===== config.mk =====
export PLATFORM = sky130hd
export DESIGN_NAME = icache_ctrl
export DESIGN_NICKNAME = d
export VERILOG_FILES = /design/src/rtl/icache_ctrl.sv
export SDC_FILE = /design/constraint.sdc
export NUM_CORES = 1
export LEC_CHECK = 0
export ABC_AREA = 0
export CAP_MARGIN = 15
export CELL_PAD_IN_SITES_DETAIL_PLACEMENT = 1
export CELL_PAD_IN_SITES_GLOBAL_PLACEMENT = 1
export CORE_UTILIZATION = 30
export CTS_BUF_LIST = sky130_fd_sc_hd__clkbuf_4
export DETAILED_ROUTE_END_ITERATION = 12
export GPL_TIMING_DRIVEN = 0
export MAX_ROUTING_LAYER = met4
export PLACE_DENSITY_LB_ADDON = 0.1
export SLEW_MARGIN = 15
export SYNTH_ARGS = -nofsm -noshare
export SYNTH_HDL_FRONTEND = slang
export SYNTH_SLANG_ARGS = --single-unit

===== constraint.sdc =====
create_clock -name CLK -period 21.5 [get_ports CLK]
set_clock_uncertainty 0.1 [all_clocks]
set_input_delay 4.3 -clock CLK [delete_from_list [all_inputs] [get_ports CLK]]
set_output_delay 4.3 -clock CLK [all_outputs]
set_load 0.01 [all_outputs]

===== src/rtl/icache_ctrl.sv =====
// -----------------------------------------------------------------------------
// icache_ctrl
//   Direct-mapped, read-only instruction cache that sits between the CPU fetch
//   port and a block-wide instruction memory. A hit returns the addressed word
//   combinationally in the same cycle. A miss stalls the CPU while a whole line
//   is fetched (MEM_FETCH) and then installed (UPDATE).
//
// Ports
//   CLK           system clock, all state updates on posedge
//   RESET         asynchronous active-low reset (clears valid bits, FSM->IDLE)
//   ADDRESS       instruction byte address, bits [1:0] ignored
//   READ          CPU fetch request
//   INSTRUCTION   fetched word on a hit, zero otherwise
//   BUSYWAIT      stall to the CPU
//   MEM_READ      line read request to instruction memory
//   MEM_ADDRESS   line address {tag,index}
//   MEM_READDATA  returned line, word0 in the low 32 bits
//   MEM_BUSYWAIT  memory busy; data is valid in a MEM_READ cycle where it is low
// -----------------------------------------------------------------------------
module icache_ctrl #(
  parameter  int NUM_BLOCKS      = 8,
  parameter  int WORDS_PER_BLOCK = 4,
  parameter  int ADDR_WIDTH      = 10,
  localparam int IDX_W           = $clog2(NUM_BLOCKS),
  localparam int WSEL_W          = $clog2(WORDS_PER_BLOCK),
  localparam int OFF_W           = WSEL_W + 2,
  localparam int TAG_W           = ADDR_WIDTH - OFF_W - IDX_W,
  localparam int LINE_W          = WORDS_PER_BLOCK * 32
) (
  input  logic                     CLK,
  input  logic                     RESET,
  input  logic [ADDR_WIDTH-1:0]    ADDRESS,
  input  logic                     READ,
  output logic [31:0]              INSTRUCTION,
  output logic                     BUSYWAIT,
  output logic                     MEM_READ,
  output logic [TAG_W+IDX_W-1:0]   MEM_ADDRESS,
  input  logic [LINE_W-1:0]        MEM_READDATA,
  input  logic                     MEM_BUSYWAIT
);

  typedef enum logic [1:0] {
    IDLE,
    MEM_FETCH,
    UPDATE
  } state_e;

  state_e state_q, state_d;

  logic [NUM_BLOCKS-1:0] valid_q;
  logic [TAG_W-1:0]      tag_q  [NUM_BLOCKS];
  logic [LINE_W-1:0]     data_q [NUM_BLOCKS];
  logic [LINE_W-1:0]     fill_q;

  // Address split. The CPU holds ADDRESS for the whole miss, so these same
  // fields also address the line being installed.
  logic [TAG_W-1:0]  addr_tag;
  logic [IDX_W-1:0]  addr_index;
  logic [WSEL_W-1:0] addr_word;
  logic              unused_byte_bits;

  assign addr_tag         = ADDRESS[ADDR_WIDTH-1 -: TAG_W];
  assign addr_index       = ADDRESS[OFF_W +: IDX_W];
  assign addr_word        = ADDRESS[2 +: WSEL_W];
  assign unused_byte_bits = ^ADDRESS[1:0];

  logic hit;
  assign hit = READ & valid_q[addr_index] & (tag_q[addr_index] == addr_tag);

  assign INSTRUCTION = hit ? data_q[addr_index][{addr_word, 5'b0} +: 32] : 32'h0;
  assign MEM_ADDRESS = {addr_tag, addr_index};

  logic busy_raw;
  logic mem_read_raw;

  // NOTE: every output of this block gets a default first, so no path leaves
  // a signal unassigned and no latch is inferred.
  always_comb begin
    state_d      = state_q;
    busy_raw     = 1'b0;
    mem_read_raw = 1'b0;
    unique case (state_q)
      IDLE: begin
        if (READ && !hit) begin
          busy_raw = 1'b1;
          state_d  = MEM_FETCH;
        end
      end
      MEM_FETCH: begin
        busy_raw     = 1'b1;
        mem_read_raw = 1'b1;
        if (!MEM_BUSYWAIT) state_d = UPDATE;
      end
      UPDATE: begin
        busy_raw = 1'b1;
        state_d  = IDLE;
      end
      default: state_d = IDLE;
    endcase
  end

  // While RESET is low the stall and the memory request must already be gone,
  // even though READ may still be high with every line now invalid.
  assign BUSYWAIT = RESET & busy_raw;
  assign MEM_READ = RESET & mem_read_raw;

  // NOTE: sequential state uses non-blocking assignments so every register
  // samples the pre-edge values regardless of statement order.
  always_ff @(posedge CLK or negedge RESET) begin
    if (!RESET) begin
      state_q <= IDLE;
      valid_q <= '0;
    end else begin
      state_q <= state_d;
      if (state_q == UPDATE) valid_q[addr_index] <= 1'b1;
    end
  end

  // NOTE: tag/data arrays and the fill register are deliberately not reset;
  // cleared valid bits make their contents irrelevant, and leaving them out of
  // the reset lets them map onto plain storage.
  always_ff @(posedge CLK) begin
    if (state_q == MEM_FETCH && !MEM_BUSYWAIT) fill_q <= MEM_READDATA;
    if (state_q == UPDATE) begin
      data_q[addr_index] <= fill_q;
      tag_q[addr_index]  <= addr_tag;
    end
  end

endmodule


# Yosys cells after proc, flatten, opt, wreduce, memory -nomap -nowiden
# Memories as Yosys holds them, arrays and structs flattened.
# Index checks and enable logic that the tools add are counted.
word_totals:
  word_cells: 39
  regBits: 138
  mem_bits_rw: 1048
  n_memories: 2
  input_bits: 142
classes:
  eq_ne: 5
  reduce_logical: 8
  n_shift: 1
  order_cmp: 2
  n_bitwise: 5
  mux: 13
mem_list:
  columns: ["name", "depth", "width", "rd", "rd_clocked_by_memory_dff", "wr", "line", "text"]
  rows:
  - ["data_q", 8, 128, 1, 0, 1, "52", "logic [LINE_W-1:0] data_q [NUM_BLOCKS];"]
  - ["tag_q", 8, 3, 1, 0, 1, "51", "logic [TAG_W-1:0] tag_q [NUM_BLOCKS];"]
ops:
  columns: ["operator", "n"]
  rows:
  - ["variable part select 128 x 8 -> 32 bit", 1]
  - ["2-to-1 mux 32 bit", 1]
  - ["bitwise OR 8 bit", 1]
  - ["2-to-1 mux 1 bit", 6]
  - ["bitwise AND 1 bit", 4]
  - ["less-than comparator 3 x 4 -> 1 bit (second input constant)", 1]
  - ["2-to-1 mux 2 bit", 2]
  - ["inequality test 2 bit (second input constant)", 2]
  - ["one-hot mux 2 bit (2 select lines)", 1]
  - ["binary-select mux 1 bit (select 3 bit)", 1]
  - ["demux 1 bit (select 3 bit)", 1]
  - ["equality test 3 bit", 1]
  - [">= comparator 3 x 1 -> 1 bit (second input constant)", 1]
  - ["logical AND 1 bit", 3]
  - ["equality test 2 x 1 -> 1 bit (second input constant)", 1]
  - ["equality test 2 bit (second input constant)", 1]
  - ["zero test 1 bit", 2]
  - ["zero test 2 bit", 1]
  - ["one-hot mux 1 bit (2 select lines)", 1]
  - ["AND reduction 2 bit", 1]
  - ["OR reduction 2 bit", 1]

# Longest topological paths before layout
logic_depth:
  ltp_word: 9
  mapped_depth: 11
  depth_no_buf: 6

# Least setup slack after synthesis
# Ideal clock, no wire load.
synth_path:
  kind: "in2reg"
  start: "in ADDRESS[4]"
  end: "reg valid_q[1]"
  setup_ps: 122
  required_ps: 21278
  path_stages: 9
  setup_slack_ps: 6222
  n_path_buf: 6
  t_arrival_ps: 15056
  cell_sequence: "buf_6 buf_12 buf_12 buf_12 buf_4 buf_2 nand2_1 nor3_1 or2_2"
synth_between:
  elab_chain_cells: 5
  elab_cells_between_ends: 6
  classes_between: "order compare: 2; mux: 2; bitwise: 1; reduce/logical: 1"
synth_lines:
  columns: ["item", "line", "text"]
  rows:
  - ["start, declared", "32", "input logic [ADDR_WIDTH-1:0] ADDRESS,"]
  - ["less-than comparator 3 x 4 -> 1 bit (not written as such) / >= comparator 3 x 1 -> 1 bit (equally long branches)", "115", "if (state_q == UPDATE) valid_q[addr_index] <= 1'b1;"]
  - ["logical AND 1 bit (not written as such)", "115", null]
  - ["2-to-1 mux 1 bit (not written as such)", "115", null]
  - ["demux 1 bit (select 3 bit) *", "115", null]
  - ["bitwise OR 8 bit (no line) *", null, null]
  - ["end signal, assigned", "112", "valid_q <= '0;"]
  - ["end signal, assigned by index", "115", null]
  - ["end, declared", "50", "logic [NUM_BLOCKS-1:0] valid_q;"]
# Mark *: on every way between the ends. The rest lies on a longest branch, timed or not.
# A chain may end at the register's enable or synchronous reset.

# Final worst setup path
layout_path:
  start: "in ADDRESS[6]"
  end: "out INSTRUCTION[7]"
layout_between:
  elab_chain_cells: 5
  elab_cells_between_ends: 9
  classes_between: "eq/ne: 1; shift: 1; mux: 3; bitwise: 2; memory: 2"
layout_lines:
  columns: ["item", "line", "text"]
  rows:
  - ["branches (longest 4 deep; another with memory (8 x 128 bit))", null, null]
  - ["2-to-1 mux 32 bit *", "70", "assign INSTRUCTION = hit ? data_q[addr_index][{addr_word, 5'b0} +: 32] : 32'h0;"]
  - ["end, declared", "34", "output logic [31:0] INSTRUCTION,"]
# Mark *: on every way between the ends. The select of a mux whose other input is x is not followed.

==> metrics.md <==
| Metric | Value |
|---|---|
| Status | `finished, final reports clean` |
| Critical path endpoint | `INSTRUCTION[7]` |
| Hold Path Depth | `1` |
| Hold_buf cts | `0` |
| Layout Cell Area excl Fill | `~55,000 um^2` |
| Synthesized netlist cell count | `2,008` |
| Register area share after synthesis | `between 70% and 80%` |
| Setup WS post-layout | `between 7000 and 8000 ps` |
| Area enclosed by the die boundary | `151,000 um^2` |
| Slowest CP cell | `a31oi_1` |
| Standard cell core area | `148,000 um^2` |
| Netlist Area Pre-Place | `44,900 um^2` |
| Detailed-route DRC error count | `0` |
| CP top delay family | `buffers and inverters` |
| Critical Setup Path Class | `in -> out` |
| Initial antenna violation count | `11` |
| Final-report setup violation count | `0` |
| Worst endpoint data arrival time | `9350 ps` |
| Dpl cells | `4,220` |
| Setup Total Neg Slack | `0 ps` |
| Wire length of the first global-routing pass | `197,000 um` |
| Worst path bufs/invs | `6` |
| Count of flip-flops with a built-in enable after synthesis | `between 1k and 1.5k` |
| Final hold slack | `373 ps` |
| Clock Latency Late Sink | `1260 ps` |
| Pre-Repair DR Iteration Count | `5` |
| Number of DRC markers after the initial detailed-route iteration | `1,704` |
| Maximum count of clock buffers along a single path | `4` |
| Post-Synthesis Net Count | `roughly 2.2k` |
| Count of port buffers added during placement | `176` |
| Slew at the pin with the worst max-slew slack | `1200 ps` |
| Post-synthesis async set-or-reset flop share | `less than 1%` |
| Launching point of the worst reg2reg path | `state_q[0]` |
| Startpoint Class | `input pin` |
| Dpl cell area | `51,000 um^2` |
| Max incr delay on CP | `940 ps` |
| Chip height | `389 um` |
| Required arrival time at the worst endpoint | `approximately 17,000 ps` |
| Synth-to-layout area growth | `22.7%` |
| Type of destination of the critical path | `output port` |
| Routed length per placed instance | `just under 30 um` |
| Yosys warnings | `0` |
| Clock tree from TritonCTS | `done` |
| Chain of cells forming the critical path | `buf_2 -> buf_2 -> buf_2 -> buf_2 -> buf_1 -> nand2_1 -> a31oi_1 -> mux2i_1 -> nor2_1 -> clkdlybuf4s50_1` |
| Most used DFF post-synth | `edfxtp_1` |
| Post-CTS resize count | `0` |
| Top cell type's share of synthesized area | `78.6%` |
| Max Fclk | `72.7 MHz` |
| Yosys reg bits | `1,186` |
| Total count of max-transition violations in the final report | `0` |
| Reg2Reg Setup Slack | `roughly 18,000 ps` |
| Slew margin rel. | `20.1%` |
| Remaining global-route overflow | `0` |
| Cells taking the most area after synthesis | `edfxtp_1 79%, mux4_2 12%, mux2i_1 1.6%, dfrtp_1 0.56%, nor2_1 0.48%` |
| Total clock buffers created by CTS | `345` |
| Placed wire-length estimate | `96,400 um` |
| Fin crit share | `64.0%` |
| Critical R2R Capture | `data_q[1][44]` |
| Post-Place Setup Slack | `7710 ps` |
| Average cell area after synthesis | `22.4 um^2` |
| # Post-CTS Setup Buffers | `0` |
| Leakage component of the power | `18.0 nW` |
| Routed via count | `roughly 24k` |
| Total track usage | `about 19%` |
| Clock-pin slew on the worst setup and hold paths | `roughly 60 ps` |
| Min Tclk post-route | `13,750 ps` |
| Worst path most repeated cell | `buf_2` |
| Share of cells above drive strength 1 | `34.7%` |
| Maximum fanout along the worst path | `10` |
| Via count of the first global-routing pass | `25.7k` |
| Clock tree root buffer cell | `clkbuf_4` |
| Maximum vdd ir drop | `0.0571 mV` |
| I/O pin count | `182` |
| Sum of routed wire length over all layers | `143,000 um` |
| RSZ-0062 raised after global routing | `false` |
| Die X | `389 um` |
| Worst setup path startpoint | `ADDRESS[6]` |
| Fin nets | `2,784` |
| Worst hold-check path type | `reg -> reg` |
| Post-detailed-route via-to-cell ratio | `4.92` |
| Clock sink total | `1,186` |
| RD Place Congestion | `around 0.78` |
| Initial Util | `30.3%` |
| Number of H-tree branching levels | `5` |
| Cell count of the worst reg-to-reg path | `10` |
| Power density cells | `97.0 nW/um^2` |
| Final hold violation count | `0` |
| Post-detailed-route count of antenna-violating nets | `0` |
| Library cells used by synthesis | `53` |
| Critical path depth in cells | `10` |
| Pin count of the biggest net entering global routing | `27` |
| Core Rows | `141` |
| Post-synthesis cell type with the largest combined area | `edfxtp_1` |
| Count of non-filler cells in the finished layout | `4,805` |
| Min-delay src | `valid_q[7]` |
| Number of maximum-capacitance violations | `0` |
[through the flow]
step,utilization (%),total power [mW]
5_1_grt,37.2,5.57
4_1_cts,37.2,5.45
3_5_place_dp,34.4,3.37
3_3_place_gp,33.1,3.37
6_report,37.2,5.35
2_1_floorplan,-,3.09
[report_power, final]
part,switching [mW],leakage [nW],internal (mW)
Sequential,0.0931,10.7,2.74
Combinational,0.275,4.80,0.191
Clock,0.958,2.49,1.09
[flip-flops by register name, indices dropped and copies added, names as in the netlist]
signal and cells:
data_q 1024, fill_q 128, tag_q 24, valid_q 8
state_q 2
[how the worst min path moves through the flow]
stage / end / slack [ps]
2_1_floorplan: valid_q[6] / 330
3_3_place_gp: valid_q[4] / 350
3_5_place_dp: valid_q[7] / 350
4_1_cts: valid_q[7] / 370
5_1_grt: valid_q[6] / 400
6_report: valid_q[7] / 370
[worst register-to-register path: cells and delay by family, from the launching register on]
kind,cells,cell delay [ps]
and+or+nand+nor,2,1000
buffers and inverters,7,1410
adders and majority gates,1,260
DFF,1,410
[cell type report]
class	instances	area [um^2]
multi-input combinational	699	8570
clock inverter	71	333
sequential	1186	35600
antenna	9	22.5
timing repair buffer	282	3560
buffer	116	843
inverter	7	26.3
tap	1930	2410
fill	14444	93100
clock buffer	505	3790
[cell usage in the layout, fill, tap and decap left out, types with 31 or more instances in the layout]
cell | netlist | final
a21oi_1 | 33 | 33
buf_12 | 7 | 43
buf_2 | 39 | 40
buf_4 | 18 | 50
buf_6 | 18 | 31
clkbuf_4 | 0 | 505
clkdlybuf4s50_1 | 0 | 176
clkinv_1 | 0 | 55
edfxtp_1 | 1176 | 1176
mux2i_1 | 74 | 74
mux4_2 | 234 | 234
nand2_1 | 49 | 49
nor2_1 | 58 | 52
[Yosys cell counts (4+ instances only)]
master,number
ha_1,5
nand2b_1,6
nor3_1,6
dfrtp_1,10
buf_12,7
buf_2,39
a2bb2oi_1,19
and2_0,5
a22oi_1,4
a21oi_1,33
a211oi_1,27
buf_6,18
mux4_2,234
o221ai_1,20
and2_1,4
nor2b_1,28
or2_2,12
edfxtp_1,1176
o22ai_1,14
nand3_1,6
o211ai_1,6
buf_1,4
nor2_1,58
o2bb2ai_1,6
a211o_1,5
clkbuf_1,27
mux2_2,16
inv_1,7
mux2i_1,74
nand2_1,49
o21ai_0,21
a31oi_1,10
buf_4,18
[per-layer routing]
layer,share of wire (%),vias up,GRT usage (%)
met5,0,-,-
met4,2.2,0,6.18
met3,4.8,248,3.82
met2,50,770,31.4
met1,43,12733,24.7
li1,-,9892,-
[cell families after synthesis]
logic type | Yosys count | synth area share [%]
flip-flops | 1186 | 79.2
XOR/XNOR | 2 | 0.0390
buffers and inverters | 123 | 1.92
AO/OA/AOI/OAI | 189 | 3.01
adder cells (fa/ha/maj) | 5 | 0.139
AND/OR/NAND/NOR | 176 | 1.82
multiplexers | 327 | 13.9
(Power assumes the default switching activity.)
